## src/rtl/sqrt_pkg.sv

```systemverilog
// Shared definitions for the square rooter and square restorer: FSM states,
// default widths and the result payload.
package sqrt_pkg;

    localparam int unsigned ROOT_W    = 8;
    localparam int unsigned NUM_W     = 8;
    localparam int unsigned ROOT_IN_W = 16;
    localparam int unsigned BUF_W     = 8;
    localparam int unsigned ACC_W     = 16;
    localparam int unsigned STEP_W    = 3;
    localparam int unsigned BUF_MIN   = 4;

    typedef enum logic [1:0] {
        IDLE,
        MUL,
        SHIFT,
        DONE
    } state_t;

    typedef struct packed {
        logic [NUM_W-1:0] num;
        logic             sat;
        logic             err;
    } result_t;

endpackage

```

## src/rtl/square_restorer_if.sv

```systemverilog
// Request/result bus of the square restorer.
interface square_restorer_if;
    import sqrt_pkg::*;

    logic                 start;
    logic [ROOT_IN_W-1:0] root;
    logic [BUF_W-1:0]     buffer_in;
    logic                 busy;
    logic                 done;
    logic [NUM_W-1:0]     num_out;
    logic                 sat;
    logic                 err;

    modport master (output start, root, buffer_in, input busy, done, num_out, sat, err);
    modport slave  (input start, root, buffer_in, output busy, done, num_out, sat, err);

endinterface

```

## src/rtl/square_denorm.sv

```systemverilog
// Combinational denormalisation: shifts root^2 right by 2*buffer, saturates to NUM_W.
// Define SQUARE_RESTORER_ROUND_EN for round-half-up instead of truncation.
module square_denorm
    import sqrt_pkg::*;
(
    input  logic [ACC_W-1:0] acc,
    input  logic [BUF_W-1:0] buffer,
    input  logic             err,
    output logic [NUM_W-1:0] num_c,
    output logic             sat_c
);

    logic [BUF_W:0] sh;
    logic [ACC_W:0] res;
`ifdef SQUARE_RESTORER_ROUND_EN
    logic [ACC_W:0] rnd;
`endif

    // Doubling in one extra bit so large buffers cannot wrap into a small shift
    assign sh = {buffer, 1'b0};

    always_comb begin
        res = '0;
`ifdef SQUARE_RESTORER_ROUND_EN
        rnd = '0;
        // Beyond a shift of 16 the half-LSB term already exceeds any acc
        if (sh <= (BUF_W+1)'(ACC_W)) begin
            if (sh != '0) begin
                rnd = (ACC_W+1)'(1) << (sh - (BUF_W+1)'(1));
            end
            res = ((ACC_W+1)'(acc) + rnd) >> sh;
        end
`else
        if (sh < (BUF_W+1)'(ACC_W)) begin
            res = (ACC_W+1)'(acc >> sh);
        end
`endif
        sat_c = |res[ACC_W:NUM_W];
        num_c = sat_c ? '1 : res[NUM_W-1:0];
        if (err) begin
            num_c = '0;
            sat_c = 1'b0;
        end
    end

endmodule

```

## src/rtl/square_restorer.sv

```systemverilog
// Sequential squarer: 8-cycle shift-add of root*root, then denormalise by 2*buffer.
// Rounding option selected by SQUARE_RESTORER_ROUND_EN (see square_denorm).
module square_restorer
    import sqrt_pkg::*;
(
    input  logic              clk,
    input  logic              rst,
    square_restorer_if.slave  bus
);

    state_t              state, state_nxt;
    logic [ROOT_W-1:0]   mcand;
    logic [ROOT_W-1:0]   mplier;
    logic [STEP_W-1:0]   step;
    logic [ACC_W-1:0]    acc;
    logic [BUF_W-1:0]    buf_q;
    logic                err_lat;
    logic [NUM_W-1:0]    num_c;
    logic                sat_c;
    result_t             res_q;
    result_t             out_q;
    logic                busy_q;
    logic                done_q;

    square_denorm u_denorm (
        .acc    (acc),
        .buffer (buf_q),
        .err    (err_lat),
        .num_c  (num_c),
        .sat_c  (sat_c)
    );

    always_ff @(posedge clk) begin
        if (rst) state <= IDLE;
        else     state <= state_nxt;
    end

    always_comb begin
        state_nxt = state;
        case (state)
            IDLE:    if (bus.start) state_nxt = MUL;
            MUL:     if (step == STEP_W'(ROOT_W - 1)) state_nxt = SHIFT;
            SHIFT:   state_nxt = DONE;
            DONE:    state_nxt = IDLE;
            default: state_nxt = IDLE;
        endcase
    end

    // Datapath; results are staged in res_q and only published with done
    always_ff @(posedge clk) begin
        if (rst) begin
            mcand   <= '0;
            mplier  <= '0;
            step    <= '0;
            acc     <= '0;
            buf_q   <= '0;
            err_lat <= 1'b0;
            res_q   <= '0;
            out_q   <= '0;
            busy_q  <= 1'b0;
            done_q  <= 1'b0;
        end else begin
            busy_q <= (state_nxt != IDLE);
            done_q <= (state == DONE);
            case (state)
                IDLE: if (bus.start) begin
                    mcand   <= bus.root[ROOT_W-1:0];
                    mplier  <= bus.root[ROOT_W-1:0];
                    buf_q   <= bus.buffer_in;
                    err_lat <= |bus.root[ROOT_IN_W-1:ROOT_W];
                    acc     <= '0;
                    step    <= '0;
                end
                MUL: begin
                    if (mplier[step]) acc <= acc + (ACC_W'(mcand) << step);
                    step <= step + STEP_W'(1);
                end
                SHIFT: res_q <= '{num: num_c, sat: sat_c, err: err_lat};
                DONE:  out_q <= res_q;
                default: ;
            endcase
        end
    end

    assign bus.busy    = busy_q;
    assign bus.done    = done_q;
    assign bus.num_out = out_q.num;
    assign bus.sat     = out_q.sat;
    assign bus.err     = out_q.err;

endmodule
```

## src/flat_wrapper.sv

```systemverilog
// flat-port wrapper written by rule: the top's interface ports become plain ports
module square_restorer_flat import sqrt_pkg::*;
  (clk, rst, bus_start, bus_root, bus_buffer_in, bus_busy, bus_done, bus_num_out, bus_sat, bus_err);
  square_restorer_if bus_i ();
  input  logic clk;
  input  logic rst;
  input wire logic [$bits(bus_i.start)-1:0] bus_start;
  input wire logic [$bits(bus_i.root)-1:0] bus_root;
  input wire logic [$bits(bus_i.buffer_in)-1:0] bus_buffer_in;
  output wire logic [$bits(bus_i.busy)-1:0] bus_busy;
  output wire logic [$bits(bus_i.done)-1:0] bus_done;
  output wire logic [$bits(bus_i.num_out)-1:0] bus_num_out;
  output wire logic [$bits(bus_i.sat)-1:0] bus_sat;
  output wire logic [$bits(bus_i.err)-1:0] bus_err;
  assign bus_i.start = bus_start;
  assign bus_i.root = bus_root;
  assign bus_i.buffer_in = bus_buffer_in;
  assign bus_busy = bus_i.busy;
  assign bus_done = bus_i.done;
  assign bus_num_out = bus_i.num_out;
  assign bus_sat = bus_i.sat;
  assign bus_err = bus_i.err;
  square_restorer u_core (.clk(clk), .rst(rst), .bus(bus_i));
endmodule
```

## config.mk

```make
export PLATFORM = sky130hd
export DESIGN_NAME = square_restorer_flat
export DESIGN_NICKNAME = d
export VERILOG_FILES = /design/src/rtl/sqrt_pkg.sv /design/src/rtl/square_restorer_if.sv /design/src/rtl/square_denorm.sv /design/src/rtl/square_restorer.sv /design/src/flat_wrapper.sv
export SDC_FILE = /design/constraint.sdc
export NUM_CORES = 1
export LEC_CHECK = 0
export ABC_AREA = 1
export CAP_MARGIN = 20
export CORE_MARGIN = 5
export CORE_UTILIZATION = 55
export DETAILED_ROUTE_END_ITERATION = 10
export PLACE_DENSITY = 0.8
export SYNTH_ARGS = -nofsm -noshare
export SYNTH_HDL_FRONTEND = slang
export SYNTH_HIERARCHICAL = 1
export SYNTH_SLANG_ARGS = --single-unit
export TNS_END_PERCENT = 5
```

## constraint.sdc

```tcl
create_clock -name clk -period 4.7 [get_ports clk]
set_clock_uncertainty 0.1 [all_clocks]
set_input_delay 0.705 -clock clk [delete_from_list [all_inputs] [get_ports clk]]
set_output_delay 0.705 -clock clk [all_outputs]
set_load 0.02 [all_outputs]
```

==> summary.md, run 1 <==
| Metric | Value |
|---|---|
| Clock Path Buffers | `2` |
| Fill count | `648` |
| Sw Ratio | `36.3%` |
| Post-CTS Hold Buffers | `0` |
| Yosys cell types | `37` |
| Post-CTS Resized | `0` |
| Initial Util | `56.8%` |
| Via Count | `4254` |
| Hold Violations, Final | `0` |
| Vias per std cell | `5.35` |
| Post-Syn Nets | `709` |
| CTS Buf Count | `9` |
| PortBufs | `38` |
| Crit. End Element | `flip-flop` |
| Power per cell area | `337 nW/um^2` |
| Avg Cell Area, Syn | `6.27 um^2` |
| Yosys top cell by area | `dfxtp_1` |
| Leakage | `2.23 nW` |
| Wl on met1 | `4.67 mm` |
| Overflow after GRT | `0` |
| Top sig layer | `met4` |
| Synth warn | `6` |
| Die X | `97.0 um` |
| Ys flop type | `dfxtp_1` |
| Final Cycle Share | `60.5%` |
| Antenna-violating nets left | `0` |
| Routed WL | `10.7 mm` |
| Status | `finished, final reports clean` |
| Max-cap violations | `0` |
| Io pins | `39` |
| Layout cells sized above 1 | `10.6%` |
| Routed length on met2 | `5.00 mm` |
| Slew Limit Fails | `0` |
| First-pass GRT wire length | `17.9 mm` |
| Vias in the first global route | `3974` |
| CTS tree | `built` |
| Clock share of power | `32.8%` |
| Most common cell in the netlist | `nand2_1` |
| R2R Setup Slk | `1.86 ns` |
| Synth async-reset ratio | `0%` |
| Met3 WL post-DR | `657 um` |
| Gpl congestion | `0.990` |
| Chip height | `97.0 um` |
| Relative slew margins | `36.9%` |
| Top post-synthesis cells by area | `dfxtp_1, nand2_1, nor2_1, o21ai_0, nand3_1` |
| Yosys top cell area share | `28.8%` |
| Final setup fails | `0` |
| Worst-path fanout max | `14` |
| Die area | `9410 um^2` |
| WL/cell | `13.4 um` |
| Psw | `0.582 mW` |
| Worst slew pin tran | `0.946 ns` |
| Post-Synthesis Cells | `664` |
| Post-synth EDFFs | `0` |
| Final core utilization | `65.0%` |
| Crit Path Category | `flip-flop to flip-flop` |
| CTS HTree Levels | `3` |
| 1st-pass router iterations | `5` |
| Post-CTS Setup Inserts | `0` |
| Seq/Total Area, Yosys | `28.8%` |
| Diodes inserted | `0` |
| Hpwl dp | `8.17 mm` |
| Synth top cells by count | `nand2_1, nor2_1, dfxtp_1` |
| DRC | `0` |
| Core footprint | `7330 um^2` |
| Pint | `1.02 mW` |
| Drt initial violations | `219` |
| Largest net degree at the start of global routing | `42` |
| Num rows | `31` |
| Worst skew pair latency | `0.34 ns` |
| Fin nets | `736` |
| Total Power | `1.61 mW` |
| Hold Crit Class | `flip-flop to flip-flop` |
| Total track usage | `22.8%` |
| Initial antenna violation count | `0` |
| Type of origin of the critical path | `flip-flop` |
| Part of the power in registers | `38.1%` |
| Clk sink count | `60` |
| CTS root buf | `clkbuf_8` |
| Syn-to-layout area delta | `14.5%` |
| Peak VDD IR | `0.000218 V` |
| Logic pwr share | `29.1%` |
| CP arrival | `2.98 ns` |
| Sum Neg Setup Slack | `0 ns` |
| Req. time, crit path | `4.83 ns` |
| Clock Pin Slew Worst Setup and Hold Paths | `0.07 ns` |
| Fmax | `0.352 GHz` |
| Register bit total from synthesis | `60` |
| Min Tclk post-route | `2.84 ns` |
| Post-Synthesis Cell Area | `4160 um^2` |
| RSZ-0062 raised after global routing | `no` |
## kinds of logic (layout without fill, tap and decap cells)
family,count (synthesis),count (layout),synth area share [%]
buffers and inverters,92,124,9.40
xor gates and xnor gates,3,3,0.631
muxes,4,4,0.962
and+or+nand+nor,389,389,41.3
AOI/OAI and AO/OA,98,98,13.3
adders and majority gates,18,18,5.59
DFF,60,60,28.8
## placed cells by master (no fill, tap or decap), types with 2 or more instances in the layout
master           netlist  final
nand3_1               56     56
or2_2                  5      5
nor2_2                 2      2
inv_2                  9      9
nand2_4                2      2
mux2i_1                4      4
a21oi_1               19     19
nand3b_1               2      2
nor2_4                 4      4
inv_1                 59     59
nor3_1                 2      2
nand3_2                5      5
nor4_1                 3      3
o211ai_1               2      2
nand4_1                6      6
o21ai_1                3      3
clkbuf_8               0      9
xnor2_1                2      2
dfxtp_1               60     60
nand2_1              171    171
clkdlybuf4s50_1        0     38
o21ai_0               58     58
a31oi_1                4      4
nor2_1               110    110
and2_1                 2      2
ha_1                  17     17
clkinv_4               0      2
a21oi_2               10     10
nand2_2               18     18
bufinv_16              0      2
## flip-flops by register name (all words and copies together), names as in the netlist
signal,count
u_core/bus.done,1
u_core/bus.num_out,8
u_core/res_q,10
u_core/mplier,8
u_core/buf_q,8
u_core/bus.sat,1
u_core/bus.err,1
u_core/state,2
u_core/err_lat,1
u_core/acc,16
u_core/bus.busy,1
u_core/step,3
## layer usage
metal  GRT usage [%]  up-vias
met1            28.3     1906
met4            10.5        0
met3            4.24       29
met5               0        -
li1                -     2190
met2            38.1      129
## layout make-up
type	instances	area (um^2)	area share (%)
clock inverters	7	98.8	2.07
flip-flops and latches	60	1200	25.2
clock buffers	9	124	2.60
multi-input cells	512	2570	54.0
repair buffers	39	388	8.14
well taps	99	124	2.60
inverters	69	259	5.43
## per-stage QoR
| step | instance area (um^2) | hold WS [ns] | setup slack (ns) | instances |
|---|---|---|---|---|
| final | 4770 | 0.381 | 1.86 | 795 |
| after global routing | 4770 | 0.405 | 1.64 | 795 |
| after CTS | 4770 | 0.379 | 1.91 | 795 |
| after detailed placement | 4540 | 0.369 | 1.87 | 779 |
| after global placement | 4540 | 0.367 | 1.98 | 779 |
| after floorplan | 4160 | 0.344 | 2.41 | 664 |
## path summary, 6_finish.rpt
kind | startpoint | endpoint | cells past startpoint
worst min register to register | u_core/mplier[4] | u_core/mplier[4] | 2
worst max-delay path | u_core/step[0] | u_core/acc[4] | 13
worst min-delay path | u_core/mplier[4] | u_core/mplier[4] | 2
worst max register to register | u_core/step[0] | u_core/acc[4] | 13
## power groups by stage
stage / Sequential, mW / Clock [mW] / Combinational, mW
finish: 0.612 / 0.527 / 0.468
floorplan: 0.605 / 0 / 0.371
CTS: 0.612 / 0.533 / 0.464
global placement: 0.622 / 0 / 0.450
global route: 0.620 / 0.561 / 0.524
detailed placement: 0.624 / 0 / 0.461
## worst max-delay path: stages, from the launching register on
cell and delay, ns:
dfxtp_1 0.46, inv_2 0.19, nand2_1 0.13, nor3_1 0.36, ha_1 0.27, inv_1 0.06
fa_1 0.40, inv_1 0.09, nand3_1 0.06, nand3_1 0.15, xnor2_1 0.18, nor2_1 0.06
o21ai_0 0.17, nor2_1 0.05
No activity file was read; power rests on OpenSTA's default activity.
==> run 2: changes to the inputs <==
==> constraint.sdc (replaced) <==
create_clock -name clk -period 2.9 [get_ports clk]
set_clock_uncertainty 0.1 [all_clocks]
set_input_delay 0.435 -clock clk [delete_from_list [all_inputs] [get_ports clk]]
set_output_delay 0.435 -clock clk [all_outputs]
set_load 0.02 [all_outputs]
==> run 2 against run 1 <==
Die area unchanged. Non-clock buffer count up 4. Combinational power up 63%. Total power up 56%. Clock power up 43%. Utilization up 0.14 points. Hold slack better by 0.0047 ns. Largest power group unchanged.
==> summary.md, run 2 (same netlist as run 1, synthesis figures left out) <==
| Metric | Value |
|---|---|
| Final Cycle Share | `87.6%` |
| CTS HTree Levels | `3` |
| R2R depth | `14` |
| Min Tclk post-route | `2.54 ns` |
| Clock Path Buffers | `2` |
| Post-CTS Resized | `0` |
| First-pass GRT wire length | `17.8 mm` |
| CTS root buf | `clkbuf_8` |
| Worst-path fanout max | `14` |
| Core footprint | `7330 um^2` |
| Biggest register | `u_core/acc` |
| CP max stage cell | `dfxtp_4` |
| Largest register FFs | `16` |
| Routed WL | `10.6 mm` |
| Register area | `1200 um^2` |
| Clk sink count | `60` |
| Io pins | `39` |
| Worst skew pair latency | `0.33 ns` |
| Sw Ratio | `36.9%` |
| Crit path cell chain | `inv_2 > nand2_1 > nor3_1 > ha_1 > inv_1 > fa_1 > inv_1 > nand3_1 > nand3_1 > nand2_1 > nand2_1 > or2_2 > nand3_1 > a21oi_2` |
| Die area | `9410 um^2` |
| Req. time, crit path | `3.06 ns` |
| Vias in the first global route | `4082` |
| Crit-path max cell delay | `0.40 ns` |
| Hpwl dp | `8.33 mm` |
| Post-CTS Setup Inserts | `0` |
| Diodes inserted | `0` |
| Commonest non-fill, non-tap cell in the layout | `nand2_1` |
| Power per cell area | `524 nW/um^2` |
| Largest regs | `u_core/acc: 16 flops, u_core/res_q: 10 flops` |
| Final core utilization | `65.1%` |
| Hold Crit Class | `flip-flop to flip-flop` |
| Drt initial violations | `260` |
| Worst setup endpoint | `u_core/acc[8]` |
| Layout cells sized above 1 | `11.3%` |
| Status | `finished, final reports clean` |
| Worst Hold Launch | `u_core/bus.sat` |
| Fmax | `0.393 GHz` |
| Via Count | `4306` |
| Most frequent cells in the layout | `nand2_1, nor2_1, inv_1, dfxtp_1, o21ai_0` |
| Crit. End Element | `flip-flop` |
| Logic pwr share | `30.5%` |
| Fin nets | `740` |
| Post-CTS Hold Buffers | `0` |
| Hold Violations, Final | `0` |
| FF-to-FF End | `u_core/acc[8]` |
| Final setup fails | `0` |
| Crit path depth | `14` |
| Die X | `97.0 um` |
| Multi-input gate area | `2570 um^2` |
| Antenna-violating nets left | `0` |
| WL/cell | `13.2 um` |
| Start point of the critical path | `u_core/step[0]` |
| Slew Limit Fails | `0` |
| Overflow after GRT | `0` |
| Chip height | `97.0 um` |
| 1st-pass router iterations | `5` |
| Num rows | `31` |
| Pint | `1.58 mW` |
| Peak VDD IR | `0.000277 V` |
| CTS Buf Count | `9` |
| Vias per std cell | `5.39` |
| Clock Pin Slew Worst Setup and Hold Paths | `0.08 ns` |
| DRC | `0` |
| R2R Setup Slk | `0.36 ns` |
| CTS tree | `built` |
| Initial Util | `56.8%` |
| Clock share of power | `30.0%` |
| RSZ-0062 raised after global routing | `no` |
| Crit path buf inv count | `3` |
| Gpl congestion | `1.01` |
| Crit Path Category | `flip-flop to flip-flop` |
| Psw | `0.924 mW` |
| PortBufs | `38` |
| Total track usage | `22.4%` |
| Sum Neg Setup Slack | `0 ns` |
| Max-cap violations | `0` |
| Non-Filler Instances | `799` |
| Placed Cells | `783` |
| Initial antenna violation count | `0` |
| Syn-to-layout area delta | `14.7%` |
| Largest net degree at the start of global routing | `29` |
| Leakage | `2.24 nW` |
| Worst slew pin tran | `0.641 ns` |
| Fill count | `657` |
| Part of the power in registers | `39.4%` |
| Reg2reg start | `u_core/step[0]` |
| Type of origin of the critical path | `flip-flop` |
| CP arrival | `2.70 ns` |
| Cell family with most CP delay | `simple AND/OR/NAND/NOR gates` |
| Relative slew margins | `57.1%` |
==> run 2: area by class of cell <==
class,count,area share [%]
Multi-Input combinational cell,512,53.8
Timing Repair Buffer,43,8.75
Sequential cell,60,25.2
Clock inverter,7,1.57
Inverter,69,5.42
Clock buffer,9,2.59
Tap cell,99,2.59
==> run 2: worst min path at each step <==
stage / to / slack, ns / depth (start not counted)
finish: u_core/bus.sat / 0.39 / 2
global route: u_core/bus.sat / 0.41 / 2
CTS: u_core/bus.sat / 0.39 / 2
detailed placement: u_core/bus.sat / 0.37 / 2
global placement: u_core/bus.sat / 0.37 / 2
floorplan: u_core/mplier[4] / 0.34 / 2
==> run 2: worst min-delay path, delay by kind of cell, from the launching register on <==
kind	cells	cell delay (ns)
and+or+nand+nor	2	0.13
DFF	1	0.33
==> run 2: power by group through the flow <==
stage | Clock, mW | Combinational (mW) | Sequential, mW
2_1_floorplan | 0 | 0.600 | 0.980
3_3_place_gp | 0 | 0.732 | 1.00
3_5_place_dp | 0 | 0.754 | 1.00
4_1_cts | 0.763 | 0.757 | 0.985
5_1_grt | 0.811 | 0.854 | 0.998
6_report | 0.752 | 0.764 | 0.988
==> run 2: stage by stage <==
| step | hold WS (ns) | setup WS, ns | instance area (um^2) | power, mW |
|---|---|---|---|---|
| 6_report | 0.386 | 0.358 | 4780 | 2.50 |
| 5_1_grt | 0.407 | 0.0700 | 4780 | 2.66 |
| 4_1_cts | 0.389 | 0.191 | 4770 | 2.50 |
| 3_5_place_dp | 0.371 | 0.209 | 4570 | 1.76 |
| 3_3_place_gp | 0.366 | 0.263 | 4570 | 1.73 |
| 2_1_floorplan | 0.344 | 0.614 | 4160 | 1.58 |
==> run 2: routing by layer <==
layer / vias to the layer above / part of all wire, % / track usage [%]
met3: 31 / 5.0 / 3.88
met4: 0 / 3.2 / 10.2
met5: - / 0 / 0
met2: 143 / 50 / 39.5
li1: 2195 / - / -
met1: 1937 / 42 / 26.5
